`src/rtl/cp0_pkg.sv`:
```
// Shared CP0 definitions: register indices, field bit positions and ExcCode values.
package cp0_pkg;

    localparam logic [4:0] REG_SR    = 5'd12;
    localparam logic [4:0] REG_CAUSE = 5'd13;
    localparam logic [4:0] REG_EPC   = 5'd14;
    localparam logic [4:0] REG_PRID  = 5'd15;

    localparam int IM_HI  = 15;
    localparam int IM_LO  = 10;
    localparam int EXL    = 1;
    localparam int IE     = 0;
    localparam int BD     = 31;
    localparam int EXC_HI = 6;
    localparam int EXC_LO = 2;

    typedef enum logic [4:0] {
        EXC_INT     = 5'd0,
        EXC_ADEL    = 5'd4,
        EXC_ADES    = 5'd5,
        EXC_SYSCALL = 5'd8,
        EXC_RI      = 5'd10,
        EXC_OV      = 5'd12
    } exc_code_e;

endpackage

```
`src/rtl/cp0_exc_ctrl_irq_arb.sv`:
```
// Combinational arbitration between enabled hardware interrupts and pipeline exceptions.
module cp0_irq_arb
    import cp0_pkg::*;
(
    input  logic [5:0] hw_int,
    input  logic [5:0] im,
    input  logic       ie,
    input  logic       exl,
    input  logic [4:0] exc_code_in,
    output logic       int_req,
    output logic       exc_req,
    output logic       req,
    output logic [4:0] next_exc_code
);

    // Raw interrupt lines are used so an interrupt is taken the same cycle it appears.
    assign int_req = (|(hw_int & im)) & ie & ~exl;
    assign exc_req = (exc_code_in != 5'd0) & ~exl;
    assign req     = int_req | exc_req;

    // An interrupt outranks a synchronous exception in the same cycle.
    assign next_exc_code = int_req ? EXC_INT : exc_code_in;

endmodule

```
`src/rtl/cp0_exc_ctrl.sv`:
```
// CP0 exception/interrupt controller: owns SR, Cause, EPC and PRId beside the M stage.
module cp0_exc_ctrl
    import cp0_pkg::*;
#(
    parameter logic [31:0] HANDLER_ADDR = 32'h0000_4180,
    parameter logic [31:0] PRID_VAL     = 32'h0000_0913
) (
    input  logic        clk,
    input  logic        reset,
    input  logic        we,
    input  logic [4:0]  cp0_addr,
    input  logic [31:0] cp0_wdata,
    output logic [31:0] cp0_rdata,
    input  logic [31:0] vpc,
    input  logic        bd_in,
    input  logic [4:0]  exc_code_in,
    input  logic        exl_clr,
    input  logic [5:0]  hw_int,
    output logic        req,
    output logic [31:0] handler_pc,
    output logic [31:0] epc_out
);

    logic [5:0]  im_q;
    logic        exl_q;
    logic        ie_q;
    logic        bd_q;
    logic [5:0]  ip_q;
    logic [4:0]  exc_code_q;
    logic [31:0] epc_q;

    logic        int_req;
    logic        exc_req;
    logic [4:0]  next_exc_code;
    logic [31:0] vpc_aligned;
    logic [31:0] sr_val;
    logic [31:0] cause_val;

    cp0_irq_arb u_arb (
        .hw_int        (hw_int),
        .im            (im_q),
        .ie            (ie_q),
        .exl           (exl_q),
        .exc_code_in   (exc_code_in),
        .int_req       (int_req),
        .exc_req       (exc_req),
        .req           (req),
        .next_exc_code (next_exc_code)
    );

    assign handler_pc  = HANDLER_ADDR;
    assign vpc_aligned = vpc & 32'hFFFF_FFFC;

    // A same-cycle mtc0 to EPC is forwarded so eret may immediately follow it.
    assign epc_out = (we && cp0_addr == REG_EPC) ? cp0_wdata : epc_q;

    // Assemble the architecturally visible SR and Cause words; unused bits read 0.
    always_comb begin
        sr_val                 = 32'd0;
        sr_val[IM_HI:IM_LO]    = im_q;
        sr_val[EXL]            = exl_q;
        sr_val[IE]             = ie_q;
        cause_val              = 32'd0;
        cause_val[BD]          = bd_q;
        cause_val[IM_HI:IM_LO] = ip_q;
        cause_val[EXC_HI:EXC_LO] = exc_code_q;
    end

    // mfc0 read mux shows pre-edge contents only.
    always_comb begin
        cp0_rdata = 32'd0;
        case (cp0_addr)
            REG_SR:    cp0_rdata = sr_val;
            REG_CAUSE: cp0_rdata = cause_val;
            REG_EPC:   cp0_rdata = epc_q;
            REG_PRID:  cp0_rdata = PRID_VAL;
            default:   cp0_rdata = 32'd0;
        endcase
    end

    // Register update: exception entry beats mtc0/eret; eret clears EXL after any SR write.
    always_ff @(posedge clk) begin
        if (reset) begin
            im_q       <= 6'd0;
            exl_q      <= 1'b0;
            ie_q       <= 1'b0;
            bd_q       <= 1'b0;
            ip_q       <= 6'd0;
            exc_code_q <= 5'd0;
            epc_q      <= 32'd0;
        end else begin
            ip_q <= hw_int;
            if (req) begin
                exl_q      <= 1'b1;
                bd_q       <= bd_in;
                exc_code_q <= next_exc_code;
                epc_q      <= bd_in ? (vpc_aligned - 32'd4) : vpc_aligned;
            end else begin
                if (we && cp0_addr == REG_SR) begin
                    im_q  <= cp0_wdata[IM_HI:IM_LO];
                    exl_q <= cp0_wdata[EXL];
                    ie_q  <= cp0_wdata[IE];
                end
                if (we && cp0_addr == REG_EPC) begin
                    epc_q <= cp0_wdata;
                end
                if (exl_clr) begin
                    exl_q <= 1'b0;
                end
            end
        end
    end

endmodule
```
`config.mk`:
```
export PLATFORM = sky130hd
export DESIGN_NAME = cp0_exc_ctrl
export DESIGN_NICKNAME = d
export VERILOG_FILES = /design/src/rtl/cp0_pkg.sv /design/src/rtl/cp0_exc_ctrl_irq_arb.sv /design/src/rtl/cp0_exc_ctrl.sv
export SDC_FILE = /design/constraint.sdc
export NUM_CORES = 1
export LEC_CHECK = 0
export BUFFER_PORTS_ARGS = -buffer_cell sky130_fd_sc_hd__buf_2
export CAP_MARGIN = 30
export CORE_ASPECT_RATIO = 1.1
export CORE_MARGIN = 2
export CORE_UTILIZATION = 42
export DETAILED_ROUTE_END_ITERATION = 10
export HOLD_SLACK_MARGIN = 0.05
export PLACE_DENSITY = 0.78
export SETUP_SLACK_MARGIN = 0.5
export SYNTH_ARGS = -nofsm -noshare
export SYNTH_HDL_FRONTEND = slang
export SYNTH_HIERARCHICAL = 1
export SYNTH_SLANG_ARGS = --single-unit
```
`constraint.sdc`:
```
create_clock -name clk -period 2 [get_ports clk]
set_clock_uncertainty 0.15 [all_clocks]
set_input_delay 0.1 -clock clk [delete_from_list [all_inputs] [get_ports clk]]
set_output_delay 0.1 -clock clk [all_outputs]
set_load 0.1 [all_outputs]
```
After elaboration in Yosys (flattened, before gate mapping)
Index checks and enable logic that the tools add are counted.

storage, ports and cells
  output and inout port bits = 97
  bits of input ports = 85
  register bits = 52
  logic and storage cells = 33

operators by class
  equality and inequality tests = 4
  bitwise gates (word level) = 7
  reductions and logical operators = 6
  multiplexer cells = 8
  add/subtract/negate cells = 1

operators with widths
  kind                                                                   count
  32-bit case mux with 4 select lines                                    1
  32-bit two-way mux                                                     3
  32-bit by 3-bit subtractor with 32-bit output, second input constant   1
  5-bit by 4-bit equality test with 1-bit output, second input constant  4
  6-bit bitwise AND                                                      1
  6-bit OR reduction                                                     1
  5-bit two-way mux                                                      1
  5-bit nonzero test                                                     1
  1-bit bitwise AND                                                      3
  1-bit two-way mux                                                      3
  3-bit nonzero test                                                     1
  1-bit logical AND                                                      2
  1-bit NOT                                                              2
  2-bit AND reduction                                                    1
  1-bit OR                                                               1

Longest topological paths before layout
Gate-level depths: netlist of the first run.

  depth after elaboration = 7
  gate-level depth with buffers = 8
  mapped depth without buffers = 7

By module
Netlist of the first run, hierarchy kept.

by module, submodules not included
  module        cells each  area an instance (µm²)  instances  sequential area each (µm²)
  cp0_exc_ctrl  400         3379.5                  1          1041.0
  cp0_irq_arb   14          113.9                   1          0.0

Worst setup path after synthesis of the first run
OpenSTA, ideal clock, no wires.

  kind = input to output
  from = in cp0_addr[3]
  to = out cp0_rdata[13]
  stages = 5
  path slack = -1.303 ns
  required time = 1.750 ns
  buffers on the path = 1
  data arrival time = 3.053 ns
  cell sequence = nor2b_1 -> and3_1 -> clkbuf_1 -> a22oi_1 -> o21ai_0

on the way
  cells in the longest elaborated chain, start to end = 2
  elaborated cells on any way between the ends = 5
  classes of those cells = eq/ne: 4; mux: 1

RTL lines
  what                                            line                text
  from (decl)                                     cp0_exc_ctrl.sv:11  input logic [4:0] cp0_addr,
  5-bit by 4-bit equality test with 1-bit output  cp0_exc_ctrl.sv:72  case (cp0_addr)
  32-bit case mux with 4 select lines *           cp0_exc_ctrl.sv:72
  to (decl)                                       cp0_exc_ctrl.sv:13  output logic [31:0] cp0_rdata,

Every way passes the cells marked *; elsewhere a longest branch is shown, timed or not.

Worst setup path after layout of the first run
  from = reg im_q[3]
  to = reg epc_q[6]

on the way
  cells in the longest elaborated chain, start to end = 6

RTL lines
  what                             line                        text
  from (decl)                      cp0_exc_ctrl.sv:24          logic [5:0] im_q;
  from (signal assigned)           cp0_exc_ctrl.sv:100         im_q <= cp0_wdata[IM_HI:IM_LO];
  6-bit bitwise AND                cp0_exc_ctrl_irq_arb.sv:17  assign int_req = (|(hw_int & im)) & ie & ~exl;
  6-bit OR reduction               cp0_exc_ctrl_irq_arb.sv:17
  1-bit bitwise AND (2 in series)  cp0_exc_ctrl_irq_arb.sv:17
  named net int_req                cp0_exc_ctrl.sv:32          logic int_req;
  1-bit OR                         cp0_exc_ctrl_irq_arb.sv:19  assign req = int_req | exc_req;
  32-bit two-way mux               cp0_exc_ctrl.sv:93          if (req) begin
  to (signal assigned)             cp0_exc_ctrl.sv:97          epc_q <= bd_in ? (vpc_aligned - 32'd4) : vpc_aligned;
  to (signal assigned)             cp0_exc_ctrl.sv:105         epc_q <= cp0_wdata;
  to (decl)                        cp0_exc_ctrl.sv:30          logic [31:0] epc_q;

The timed path passes the listed nets, and every way through them passes these cells.
A chain may end at the register's enable or synchronous reset.

==> parameters.txt, run 1 <==
Parameter                              Value

Critical path
  Cell with the largest stage delay on the worst path ... sky130_fd_sc_hd__a311oi_1
  Register-to-Register Setup Slack ... -410 ps
  Sort of element at the start of the critical path ... flop
  Dominant cell type by count on the critical path ... sky130_fd_sc_hd__buf_12
  Worst path required time ... 2050 ps
  Worst path cell trace ... a22oi_2 -> a311oi_4 -> or2_4 -> buf_12 -> buf_12 -> clkbuf_16 -> a311oi_1
  Setup Crit Path Kind ... flop to flop
  Endpoint kind of the worst setup timing path ... flop
  Biggest cell delay along the critical path ... 490 ps
  Startpoint of the most critical register-to-register path ... im_q[3]
  Capture point of the worst reg-to-reg path ... epc_q[6]
  Top fanout value on the critical path ... 13
  Worst Path Buf+Inv ... 3
  Worst setup path startpoint ... im_q[3]
  Delay-heaviest family, CP ... compound AO/OA/AOI/OAI gates
  Count of cells along the worst register-to-register path ... 7
  Signal arrival time at the worst endpoint ... 2460 ps

Clock tree
  Count of clock tree sinks ... 52
  Number of buffers added by the clock tree synthesis step ... 5
  Bufs on Longest Clock Path ... 2
  Clock root buffer master ... sky130_fd_sc_hd__clkbuf_8
  Clock tree from TritonCTS ... yes
  CTS H-tree lvls ... 2
  Clock Latency Late Sink ... approximately 360 ps
  Register clock-pin slew on the reported worst setup and hold paths ... 120 ps

Timing
  TNS Setup ... -6360 ps
  Final hold violation count ... 0
  Period utilization ... 121%
  Final setup viols ... 53
  Post-route minimum period ... approximately 2400 ps
  Setup repair after global routing missed its margin ... true
  Max-slew violation count ... 0
  Worst Slack Setup Final ... -410 ps
  Max Clock Freq ... 0.415 GHz
  Worst Tran Pin Value ... approximately 1200 ps
  Worst slew margin ... 17.7%

Synthesis
  Largest area contributor in the netlist ... sky130_fd_sc_hd__dfxtp_1
  Number of synthesized flops with an enable pin ... 0
  Post-synthesis cell count ... 414
  Most used standard cell by instance count after synthesis ... sky130_fd_sc_hd__nor2_1
  Cell types with the highest counts after synthesis ... sky130_fd_sc_hd__nor2_1, sky130_fd_sc_hd__dfxtp_1, sky130_fd_sc_hd__buf_4
  Library cells used by synthesis ... 45
  Proportion of register bits with asynchronous set or reset after synthesis ... 0%
  Average cell area after synthesis ... 8.44 µm²
  Cell types occupying the most area after synthesis ... sky130_fd_sc_hd__dfxtp_1, sky130_fd_sc_hd__mux2_2, sky130_fd_sc_hd__buf_4
  Synth Cell Area ... 3490 µm²
  Register bit count reported by yosys ... 52
  Share of the yosys chip area belonging to registers ... 29.8%
  Primary flip-flop cell chosen by synthesis mapping ... sky130_fd_sc_hd__dfxtp_1
  Area fraction of the dominant cell type after synthesis ... 29.8%
  Count of warnings emitted by yosys ... 6

Pwr
  Total Power ... 0.00444 W
  Clock network fraction of design power ... around 17%
  Internal power summed over all cells ... 0.00231 W
  Power density over cell area ... roughly 590 nW/µm²
  Largest vdd supply drop ... 508 µV
  Net load switching power ... roughly 0.0021 W
  Combinational fraction of design power ... between 50% and 60%
  Switching fraction of total power ... 47.9%
  Leakage Power ... 3.06 nW
  Register share of total power ... 27.5%

Min path
  Worst hold path endpoint ... epc_q[18]
  Kind of path behind the tightest hold check ... input port to flop
  Number of cells traversed by the worst hold path ... 4
  Hold path startpoint ... vpc[16]

Job
  Max-capacitance violation count ... 0

Floorplanning
  Std-Cell Core Area ... 8000 µm²
  Count of standard-cell rows ... 34
  # IOs ... between 150 and 200
  Die span in x ... 91.0 µm
  Die height ... 99.7 µm
  Total Die Area ... 9060 µm²
  Initial core utilization ... 43.7%

Routing
  DRC ... 0
  DRC marker count from the first detailed-route iteration ... a little under 1,000
  Routed WL per cell ... 32.9 µm
  Drt first pass iters ... 6
  Via/cell ratio ... 6.90
  Total vias in the final route ... 5,373
  Wire length after detailed routing ... 25,600 µm
  Antenna-violating nets left ... 0

Cells and area
  Proportion of layout cells with a drive suffix above 1 ... 58.3%
  Cell area after layout ... about 7500 µm²
  Synth-to-Final Area Change ... 116%
  Final Net Count ... 752

Placement
  Placer's final routability congestion estimate ... about 0.86
  Port Buffer Count ... 147
  Post-DP Area ... approximately 5300 µm²
  Sum of net half-perimeters after detailed placement ... a little under 9000 µm

GRT
  Remaining global-route overflow ... 0
  Peak-usage layer in the global routing report ... met2
  Number of antenna violations at the first check in global routing ... 3
  Global-route met1 utilization ... between 40% and 50%
  Global-route wire length before repair ... 27,000 µm
  Maximum number of pins on one net before global-route repair ... between 50 and 60
  GR Util met3 ... 10.2%
  Grt met2 use ... roughly two thirds
  Aggregate global-route resource usage ... 38.9%
  Via count of the first global-routing pass ... 4,571

Outcome
  Violations in the final reports ... negative setup slack
  Result of the run ... complete, but fails checks
-- repair_timing --
item	4_1_cts	5_1_grt
setup buffers	21	31
hold endpoints to repair	46	1
hold buffers	48	1
cloned	5	4
gates resized for setup	133	118
endpoints found under the setup margin	102	110
pin swaps	21	29
-- metrics by stage --
stage	hold slack, ps	utilization (%)	worst slack [ps]	instances
after floorplan	52.7	-	-40.1	444
after global placement	155	66.2	106	657
after detailed placement	160	66.2	50.6	657
after CTS	54.0	83.5	59.8	739
after global routing	102	94.2	-346	777
final	83.6	94.3	-410	779
-- cells by family (layout without fill, tap and decap cells) --
kind of cell / after synthesis / count (layout) / share of synthesized area (%)
simple gates: 162 / 163 / 24.6
fa+ha+maj: 1 / 1 / 0.358
flops: 52 / 52 / 29.8
other cells: 2 / 36 / 0.215
xor+xnor: 28 / 28 / 7.02
compound gates: 60 / 60 / 13.0
mux: 46 / 46 / 14.3
buf+inv: 63 / 285 / 10.6
-- area by class of cell --
type	count	area, µm²
inverters	3	11.3
multi-input cells	330	3010
well taps	108	135
fillers	196	455
flip-flops and latches	52	1050
diodes	4	10.0
clock inverters	2	15.0
clock buffers	6	82.6
repair buffers	274	3220
-- layer usage --
layer	share of wire (%)	up-vias	routed length, µm
met5	0	-	0
met4	11	0	2870
met3	15	289	3890
met2	42	715	10700
met1	32	2455	8190
li1	-	1914	-
-- worst reg2reg max path, delay by kind of cell (launching register included) --
kind / cells / cell delay (ps)
compound gates: 3 / 990
buf+inv: 3 / 460
flops: 1 / 360
simple gates: 1 / 310
-- registers in the layout (all words and copies together), names as in the netlist --
signal / flops
bd_q: 1
epc_q: 32
exl_q: 1
exc_code_q: 5
im_q: 6
ip_q: 6
ie_q: 1
-- placed cells by master (no fill, tap or decap), types with 6 or more instances in the layout --
cell type,instances
sky130_fd_sc_hd__buf_12,82
sky130_fd_sc_hd__buf_2,78
sky130_fd_sc_hd__dlygate4sd3_1,49
sky130_fd_sc_hd__dfxtp_1,45
sky130_fd_sc_hd__buf_4,42
sky130_fd_sc_hd__mux2_4,32
sky130_fd_sc_hd__conb_1,32
sky130_fd_sc_hd__nor2_1,26
sky130_fd_sc_hd__nor2_4,23
sky130_fd_sc_hd__a211oi_1,21
sky130_fd_sc_hd__and3_4,20
sky130_fd_sc_hd__xnor2_1,17
sky130_fd_sc_hd__buf_6,13
sky130_fd_sc_hd__nor2b_1,12
sky130_fd_sc_hd__xor2_1,11
sky130_fd_sc_hd__o21ai_4,10
sky130_fd_sc_hd__nor3_1,10
sky130_fd_sc_hd__nand2_1,9
sky130_fd_sc_hd__a22oi_2,9
sky130_fd_sc_hd__nand2_4,7
sky130_fd_sc_hd__a211oi_2,7
sky130_fd_sc_hd__mux2i_1,7
sky130_fd_sc_hd__nor4_1,6
sky130_fd_sc_hd__nand3_1,6
sky130_fd_sc_hd__nor4_2,6
sky130_fd_sc_hd__clkbuf_8,6
-- power groups by stage --
stage	clock network (W)	logic, W	registers (W)
finish	0.000733	0.00249	0.00122
global route	0.000733	0.00250	0.00122
CTS	0.000660	0.00195	0.00118
detailed placement	0	0.00164	0.00120
global placement	0	0.00162	0.00119
floorplan	0	0.00131	0.00118
-- worst max path at each step --
stage                      to  slack, ps  cells past startpoint
global placement    epc_q[24]        110                      6
finish               epc_q[6]       -410                      7
detailed placement  epc_q[24]         50                      6
CTS                   im_q[3]         60                      8
global route         epc_q[6]       -350                      8
floorplan                bd_q        -40                      7
(Power assumes the default switching activity.)
==> run 2, diff against run 1 <==
--- a/config.mk
+++ b/config.mk
@@ -5,14 +5,16 @@
 export SDC_FILE = /design/constraint.sdc
 export NUM_CORES = 1
 export LEC_CHECK = 0
+export ABC_AREA = 1
 export BUFFER_PORTS_ARGS = -buffer_cell sky130_fd_sc_hd__buf_2
 export CAP_MARGIN = 30
 export CORE_ASPECT_RATIO = 1.1
 export CORE_MARGIN = 2
-export CORE_UTILIZATION = 42
+export CORE_UTILIZATION = 43
 export DETAILED_ROUTE_END_ITERATION = 10
+export GPL_ROUTABILITY_DRIVEN = 0
 export HOLD_SLACK_MARGIN = 0.05
-export PLACE_DENSITY = 0.78
+export PLACE_DENSITY = 0.77
 export SETUP_SLACK_MARGIN = 0.5
 export SYNTH_ARGS = -nofsm -noshare
 export SYNTH_HDL_FRONTEND = slang
==> run 2 against run 1 <==
Effect of this change: the run now fails in 5_1_grt; area after synthesis rose by 15%; synthesized cell count rose by 55%.
==> parameters.txt, run 2 <==
Parameter                              Value

Synthesis
  Synth Cell Area ... 4010 µm² (+15%)
  Count of warnings emitted by yosys ... 6 (unchanged)
  Average cell area after synthesis ... 6.24 µm² (-26%)
  Post-synthesis cell count ... 642 (+55%)

Clock tree
  Bufs on Longest Clock Path ... 2 (unchanged)
  Clock root buffer master ... sky130_fd_sc_hd__clkbuf_8
  Count of clock tree sinks ... 52 (unchanged)
  Number of buffers added by the clock tree synthesis step ... 5 (unchanged)
  CTS H-tree lvls ... 2 (unchanged)

Floorplanning
  Die span in x ... 96.0 µm (+5.6%)
  Count of standard-cell rows ... 36 (+5.9%)
  # IOs ... 182 (unchanged)
  Die height ... 105 µm (+5.6%)
  Initial core utilization ... 44.7% (+1.0 points)

Timing
  GRT worst endpoint ... epc_q[26]$_SDFF_PP0_/D
  Kind of the worst endpoint ... register data pin

Outcome
  Fail Step ... 5_1_grt
  Result of the run ... stopped before the end
  Error message ... [ERROR GRT-0232] Routing congestion too high. Check the congestion heatmap in the GUI.

Placement
  Port Buffer Count ... 147 (unchanged)
  Worst slack at placement ... 212 ps (+161 ps)
  Sum of net half-perimeters after detailed placement ... 10,800 µm (+21%)

GRT
  Aggregate global-route resource usage ... between 70% and 80%
  Maximum number of pins on one net before global-route repair ... 19
  Remaining global-route overflow ... 1
run 2: per-stage QoR:
stage	instance area, µm²	std cells
2_1_floorplan	4620	672
3_3_place_gp	5960	890
3_5_place_dp	5960	890
4_1_cts	7220	982
run 2: repair_timing:
item,4_1_cts
endpoints found under the hold margin,46
pin swaps,16
setup endpoints to repair,103
hold buffers,59
buffers inserted,17
gates cloned,8
resized for setup,95
run 2: layer usage:
| metal | GRT overflow | track usage (%) |
|---|---|---|
| met5 | 0 | 25.0 |
| met4 | 0 | 67.0 |
| met3 | 0 | 63.2 |
| met2 | 1 | 82.6 |
| met1 | 0 | 73.0 |
==> run 3, diff against run 2 <==
--- a/config.mk
+++ b/config.mk
@@ -8,14 +8,11 @@
 export ABC_AREA = 1
 export BUFFER_PORTS_ARGS = -buffer_cell sky130_fd_sc_hd__buf_2
 export CAP_MARGIN = 30
-export CORE_ASPECT_RATIO = 1.1
 export CORE_MARGIN = 2
-export CORE_UTILIZATION = 43
+export CORE_UTILIZATION = 40
 export DETAILED_ROUTE_END_ITERATION = 10
 export GPL_ROUTABILITY_DRIVEN = 0
-export HOLD_SLACK_MARGIN = 0.05
-export PLACE_DENSITY = 0.77
-export SETUP_SLACK_MARGIN = 0.5
+export PLACE_DENSITY_LB_ADDON = 0.15
 export SYNTH_ARGS = -nofsm -noshare
 export SYNTH_HDL_FRONTEND = slang
 export SYNTH_HIERARCHICAL = 1
==> constraint.sdc (replaced) <==
create_clock -name clk -period 2.6 [get_ports clk]
set_clock_uncertainty 0.15 [all_clocks]
set_input_delay 0.13 -clock clk [delete_from_list [all_inputs] [get_ports clk]]
set_output_delay 0.13 -clock clk [all_outputs]
set_load 0.1 [all_outputs]
==> run 3 against run 2 <==
Effect of this change: the flow now finishes without violations; area after synthesis did not move; synthesized cell count did not move.
==> parameters.txt, run 3 <==
Parameter                              Value

Timing
  Period utilization ... 91.9%
  Worst Slack Setup Final ... 212 ps
  Worst slew margin ... 66.2%
  Post-route minimum period ... 2390 ps
  Worst Tran Pin Value ... 511 ps
  Setup repair after global routing missed its margin ... false
  Final-layout worst hold slack ... 10.9 ps
  Final hold violation count ... 0
  TNS Setup ... 0 ps
  Final setup viols ... 0
  Max Clock Freq ... 0.419 GHz
  Max-slew violation count ... 0

Cells and area
  Register name with the most flops ... epc_q
  Final cell count without fillers ... 950
  Proportion of layout cells with a drive suffix above 1 ... 26.2%
  Final Net Count ... 902
  Number of flip-flops in the largest register ... 32
  Most frequent cells in the layout ... sky130_fd_sc_hd__buf_2, sky130_fd_sc_hd__nand2_1, sky130_fd_sc_hd__inv_1
  Top Registers ... epc_q (32), im_q (6), ip_q (6)
  Antenna cell count ... 0
  Most common cell after layout, fill and taps aside ... sky130_fd_sc_hd__buf_2
  Synth-to-Final Area Change ... 29.4%

Routing
  Routed WL per cell ... 13.6 µm
  Total vias in the final route ... 4,514
  Drt first pass iters ... 5
  Antenna-violating nets left ... 0
  DRC ... 0
  DRC marker count from the first detailed-route iteration ... 382
  Via/cell ratio ... 4.75
  Wire length after detailed routing ... 13,000 µm

Critical path
  Signal arrival time at the worst endpoint ... 2470 ps
  Worst path cell trace ... dlygate4sd3_1 -> buf_2 -> nand2_1 -> nand2_1 -> nor2_2 -> nand2_2 -> nand2_1 -> nand2_1 -> inv_1 -> nand2_2 -> nand2_1 -> a21oi_1 -> dlygate4sd3_1
  Worst path required time ... ~2700 ps
  Endpoint kind of the worst setup timing path ... flop
  Biggest cell delay along the critical path ... ~560 ps
  Top fanout value on the critical path ... 13
  Setup Crit Path Kind ... input port to flop
  Cell with the largest stage delay on the worst path ... sky130_fd_sc_hd__dlygate4sd3_1
  Dominant cell type by count on the critical path ... sky130_fd_sc_hd__nand2_1
  Worst Path Buf+Inv ... 4
  Delay-heaviest family, CP ... buffers and inverters
  Sort of element at the start of the critical path ... input port

GRT
  Aggregate global-route resource usage ... 23.2%
  Global-route wire length before repair ... 20,300 µm
  Via count of the first global-routing pass ... 4,110
  Remaining global-route overflow ... 0
  Maximum number of pins on one net before global-route repair ... 47
  Number of antenna violations at the first check in global routing ... 0

Synthesis
  Average cell area after synthesis ... 6.24 µm² (unchanged)
  Count of warnings emitted by yosys ... 6 (unchanged)
  Synth Cell Area ... 4010 µm² (unchanged)
  Post-synthesis cell count ... 642 (unchanged)

Clock tree
  Bufs on Longest Clock Path ... 2 (unchanged)
  Clock root buffer master ... sky130_fd_sc_hd__clkbuf_8
  Count of clock tree sinks ... 52 (unchanged)
  Number of buffers added by the clock tree synthesis step ... 5 (unchanged)
  Setup fix buffers added after clock tree synthesis ... 0 (-17)
  Clock tree from TritonCTS ... yes
  Register clock-pin slew on the reported worst setup and hold paths ... ~110 ps
  Clock Latency Late Sink ... 330 ps
  CTS H-tree lvls ... 2 (unchanged)

Placement
  Worst slack at placement ... 623 ps (+411 ps)
  Count of placed standard cells including taps ... 907 (+1.9%)
  Sum of net half-perimeters after detailed placement ... 10,100 µm (-6.7%)
  Port Buffer Count ... 147 (unchanged)

Floorplanning
  Total Die Area ... 10,800 µm²
  # IOs ... 182 (unchanged)
  Die span in x ... 104 µm (+8.4%)
  Count of standard-cell rows ... 36 (unchanged)
  Initial core utilization ... 41.2% (-3.5 points)
  Die height ... 104 µm (-1.1%)
  Std-Cell Core Area ... 9730 µm²

Outcome
  Result of the run ... completed

Pwr
  Total Power ... 0.00249 W
  Largest vdd supply drop ... roughly 230 µV
  Leakage Power ... ~2.7 nW
  Power density over cell area ... approximately 480 nW/µm²

Min path
  Kind of path behind the tightest hold check ... input port to flop

Job
  Max-capacitance violation count ... 0
==> run 3: power by group <==
| part | total [W] | switching [W] | internal [W] |
|---|---|---|---|
| logic | 0.00111 | 0.000888 | 0.000220 |
| clock network | 0.000504 | 0.000307 | 0.000197 |
| registers | 0.000880 | 0.0000234 | 0.000857 |
| total | 0.00249 | 0.00122 | 0.00127 |
==> run 3: worst register-to-register path: cells and delay by family, from the launching register on <==
kind | cells | cell delay (ps)
and+or+nand+nor | 8 | 860
buffers and inverters | 2 | 700
DFF | 1 | 370
AOI/OAI and AO/OA | 1 | 120
==> run 3: worst paths after layout <==
| check | from | to | slack, ps | cells past startpoint |
|---|---|---|---|---|
| worst max-delay path | hw_int[1] | im_q[1] | 210 | 13 |
| worst max register to register | im_q[1] | im_q[1] | 350 | 11 |
| worst min register to register | exc_code_q[0] | exc_code_q[0] | 320 | 2 |
| worst min-delay path | exc_code_in[3] | exc_code_q[3] | 10 | 5 |
==> run 3: cell type report <==
type	instances	area (µm²)
Clock buffer	5	68.8
Clock inverter	3	25.0
Fill cell	1050	4550
Inverter	123	469
Multi-Input combinational cell	447	2260
Sequential cell	52	1040
Tap cell	133	166
Timing Repair Buffer	187	1150
==> run 3: timing repair <==
item / CTS / global route
hold buffers: 35 / 0
setup endpoints to repair: 0 / 1
hold endpoints to repair: 29 / 0
gates resized for setup: 0 / 2
==> run 3: routing by layer <==
layer	global-route usage, %	part of all wire [%]	wire (µm)
met1	31.1	45	5820
met2	39.2	47	6110
met3	3.13	6.4	823
met4	6.37	1.5	194
met5	0	0	0
==> run 3: through the flow <==
| step | utilization, % | area (µm²) |
|---|---|---|
| floorplan | - | 4120 |
| global placement | 48.7 | 4740 |
| detailed placement | 48.7 | 4740 |
| CTS | 53.3 | 5180 |
| global route | 53.3 | 5180 |
| finish | 53.3 | 5180 |
==> run 4, diff against run 3 <==
--- a/config.mk
+++ b/config.mk
@@ -13,6 +13,7 @@
 export DETAILED_ROUTE_END_ITERATION = 10
 export GPL_ROUTABILITY_DRIVEN = 0
 export PLACE_DENSITY_LB_ADDON = 0.15
+export SETUP_SLACK_MARGIN = 0.3
 export SYNTH_ARGS = -nofsm -noshare
 export SYNTH_HDL_FRONTEND = slang
 export SYNTH_HIERARCHICAL = 1
==> run 4 against run 3 <==
Effect of this change: final cell count is 0.63% lower; critical path depth decreased by 1; global-route usage increased by 0.58 points; clock power increased by 14%; non-clock buffer count shrank 6; count of clock-buffer cells in the layout unchanged; utilization shrank 0.051 points; combinational power barely moved; maximum frequency is 11% higher.
==> parameters.txt, run 4 (same netlist as run 3, synthesis figures left out) <==
Parameter                              Value

GRT
  Aggregate global-route resource usage ... 23.8% (+0.58 points)
  Number of antenna violations at the first check in global routing ... 0 (unchanged)
  Maximum number of pins on one net before global-route repair ... 47 (unchanged)
  Remaining global-route overflow ... 0 (unchanged)
  Via count of the first global-routing pass ... 4,187 (+1.9%)
  Global-route wire length before repair ... 21,000 µm (+3.2%)

Floorplanning
  Initial core utilization ... 41.2% (unchanged)
  # IOs ... 182 (unchanged)
  Total Die Area ... 10,800 µm² (unchanged)
  Die span in x ... 104 µm (unchanged)
  Count of standard-cell rows ... 36 (unchanged)
  Std-Cell Core Area ... 9730 µm² (unchanged)
  Die height ... 104 µm (unchanged)

Pwr
  Power density over cell area ... 495 nW/µm² (+3.0%)
  Largest vdd supply drop ... 247 µV (+7.1%)
  Total Power ... 0.00256 W (+2.9%)
  Leakage Power ... 2.71 nW (-0.71%)

Cells and area
  Antenna cell count ... 0 (unchanged)
  Final standard cell utilization of the core ... 53.2% (about the same)
  Top Registers ... epc_q (32), im_q (6), ip_q (6)
  Synth-to-Final Area Change ... 29.3% (about the same)
  Final Net Count ... 896 (-0.67%)
  Most common cell after layout, fill and taps aside ... sky130_fd_sc_hd__buf_2
  Register name with the most flops ... epc_q
  Proportion of layout cells with a drive suffix above 1 ... 27.0% (+0.81 points)
  Most frequent cells in the layout ... sky130_fd_sc_hd__buf_2, sky130_fd_sc_hd__nand2_1, sky130_fd_sc_hd__inv_1
  Number of flip-flops in the largest register ... 32 (unchanged)

Timing
  Max Clock Freq ... 0.463 GHz (+11%)
  Worst slew margin ... 65.7% (-0.46 points)
  Post-route minimum period ... 2160 ps (-229 ps)
  Final setup viols ... 0 (unchanged)
  Period utilization ... 83.1% (-8.8 points)
  Max-slew violation count ... 0 (unchanged)
  Final hold violation count ... 0 (unchanged)
  TNS Setup ... 0 ps (unchanged)
  Worst Tran Pin Value ... 518 ps (+6.92 ps)
  Setup repair after global routing missed its margin ... false

Clock tree
  Count of clock tree sinks ... 52 (unchanged)
  Bufs on Longest Clock Path ... 2 (unchanged)
  Clock tree from TritonCTS ... yes
  Clock Latency Late Sink ... 310 ps (-20 ps)
  Number of buffers added by the clock tree synthesis step ... 5 (unchanged)
  CTS H-tree lvls ... 2 (unchanged)
  Clock root buffer master ... sky130_fd_sc_hd__clkbuf_8
  Register clock-pin slew on the reported worst setup and hold paths ... 110 ps (about the same)

Routing
  DRC marker count from the first detailed-route iteration ... 288 (-25%)
  Drt first pass iters ... 5 (unchanged)
  Via/cell ratio ... 4.80 (+1.0%)
  Antenna-violating nets left ... 0 (unchanged)
  Wire length after detailed routing ... 13,100 µm (+0.80%)
  Routed WL per cell ... 13.8 µm (+1.4%)
  DRC ... 0 (unchanged)
  Total vias in the final route ... 4,531 (+0.38%)

Min path
  Kind of path behind the tightest hold check ... input port to flop

Placement
  Sum of net half-perimeters after detailed placement ... 10,100 µm (+0.31%)
  Port Buffer Count ... 147 (unchanged)

Critical path
  Endpoint kind of the worst setup timing path ... flop
  Sort of element at the start of the critical path ... input port
  Signal arrival time at the worst endpoint ... 2210 ps (-260 ps)
  Worst path required time ... 2650 ps (-30 ps)
  Top fanout value on the critical path ... 6 (-7)
  Setup Crit Path Kind ... input port to flop

Outcome
  Result of the run ... completed

Job
  Max-capacitance violation count ... 0 (unchanged)
run 4: final cells by class:
class	count	area (µm²)
clock buffer	5	68.8
sequential	52	1040
tap	133	166
timing repair buffer	181	1100
clock inverter	3	46.3
inverter	123	467
multi-input combinational	447	2290
fill	1023	4550
run 4: report_power, final:
part / switching [W] / internal, W / total, W
clock network: 0.000284 / 0.000290 / 0.000574
registers: 0.0000236 / 0.000856 / 0.000880
logic: 0.000890 / 0.000219 / 0.00111
run 4: worst max-delay path, stage by stage:
cell and delay, ps:
sky130_fd_sc_hd__dlygate4sd3_1 540, sky130_fd_sc_hd__buf_2 140, sky130_fd_sc_hd__nand2_1 70, sky130_fd_sc_hd__nand2_1 60, sky130_fd_sc_hd__nor2_2 110, sky130_fd_sc_hd__nand2_2 110
sky130_fd_sc_hd__nand2_1 90, sky130_fd_sc_hd__nand2_2 110, sky130_fd_sc_hd__nand2_1 140, sky130_fd_sc_hd__buf_6 110, sky130_fd_sc_hd__o21ai_0 60, sky130_fd_sc_hd__dlygate4sd3_1 560
run 4: repair_timing:
action,CTS,global route
setup buffers,0,1
gates resized for setup,0,1
hold buffers,29,0
endpoints found under the setup margin,0,1
hold endpoints to repair,27,0
run 4: path summary, 6_finish.rpt:
path / start / endpoint / slack, ps / depth (start not counted)
setup / recovery: hw_int[1] / exl_q / 440 / 12
hold / removal: reset / ip_q[5] / 5 / 2
setup reg to reg: im_q[1] / exl_q / 590 / 10
hold reg to reg: exc_code_q[3] / exc_code_q[3] / 330 / 2
run 4: per-stage QoR:
stage | instances | setup WS (ps) | cell area [µm²] | hold WS, ps
final | 944 | 441 | 5180 | 4.84
after global routing | 944 | 331 | 5180 | 4.68
after CTS | 943 | 334 | 5170 | 0.410
after global placement | 906 | 560 | 4760 | 198
after detailed placement | 906 | 558 | 4760 | 204
after floorplan | 672 | -215 | 4160 | 87.0
run 4: metal layers:
metal / GRT usage [%] / vias to the layer above / wire (µm)
met2: 41.5 / 170 / 6320
met5: 0 / - / 0
met3: 3.63 / 18 / 734
li1: - / 2278 / -
met4: 4.73 / 0 / 167
met1: 31.2 / 2065 / 5830
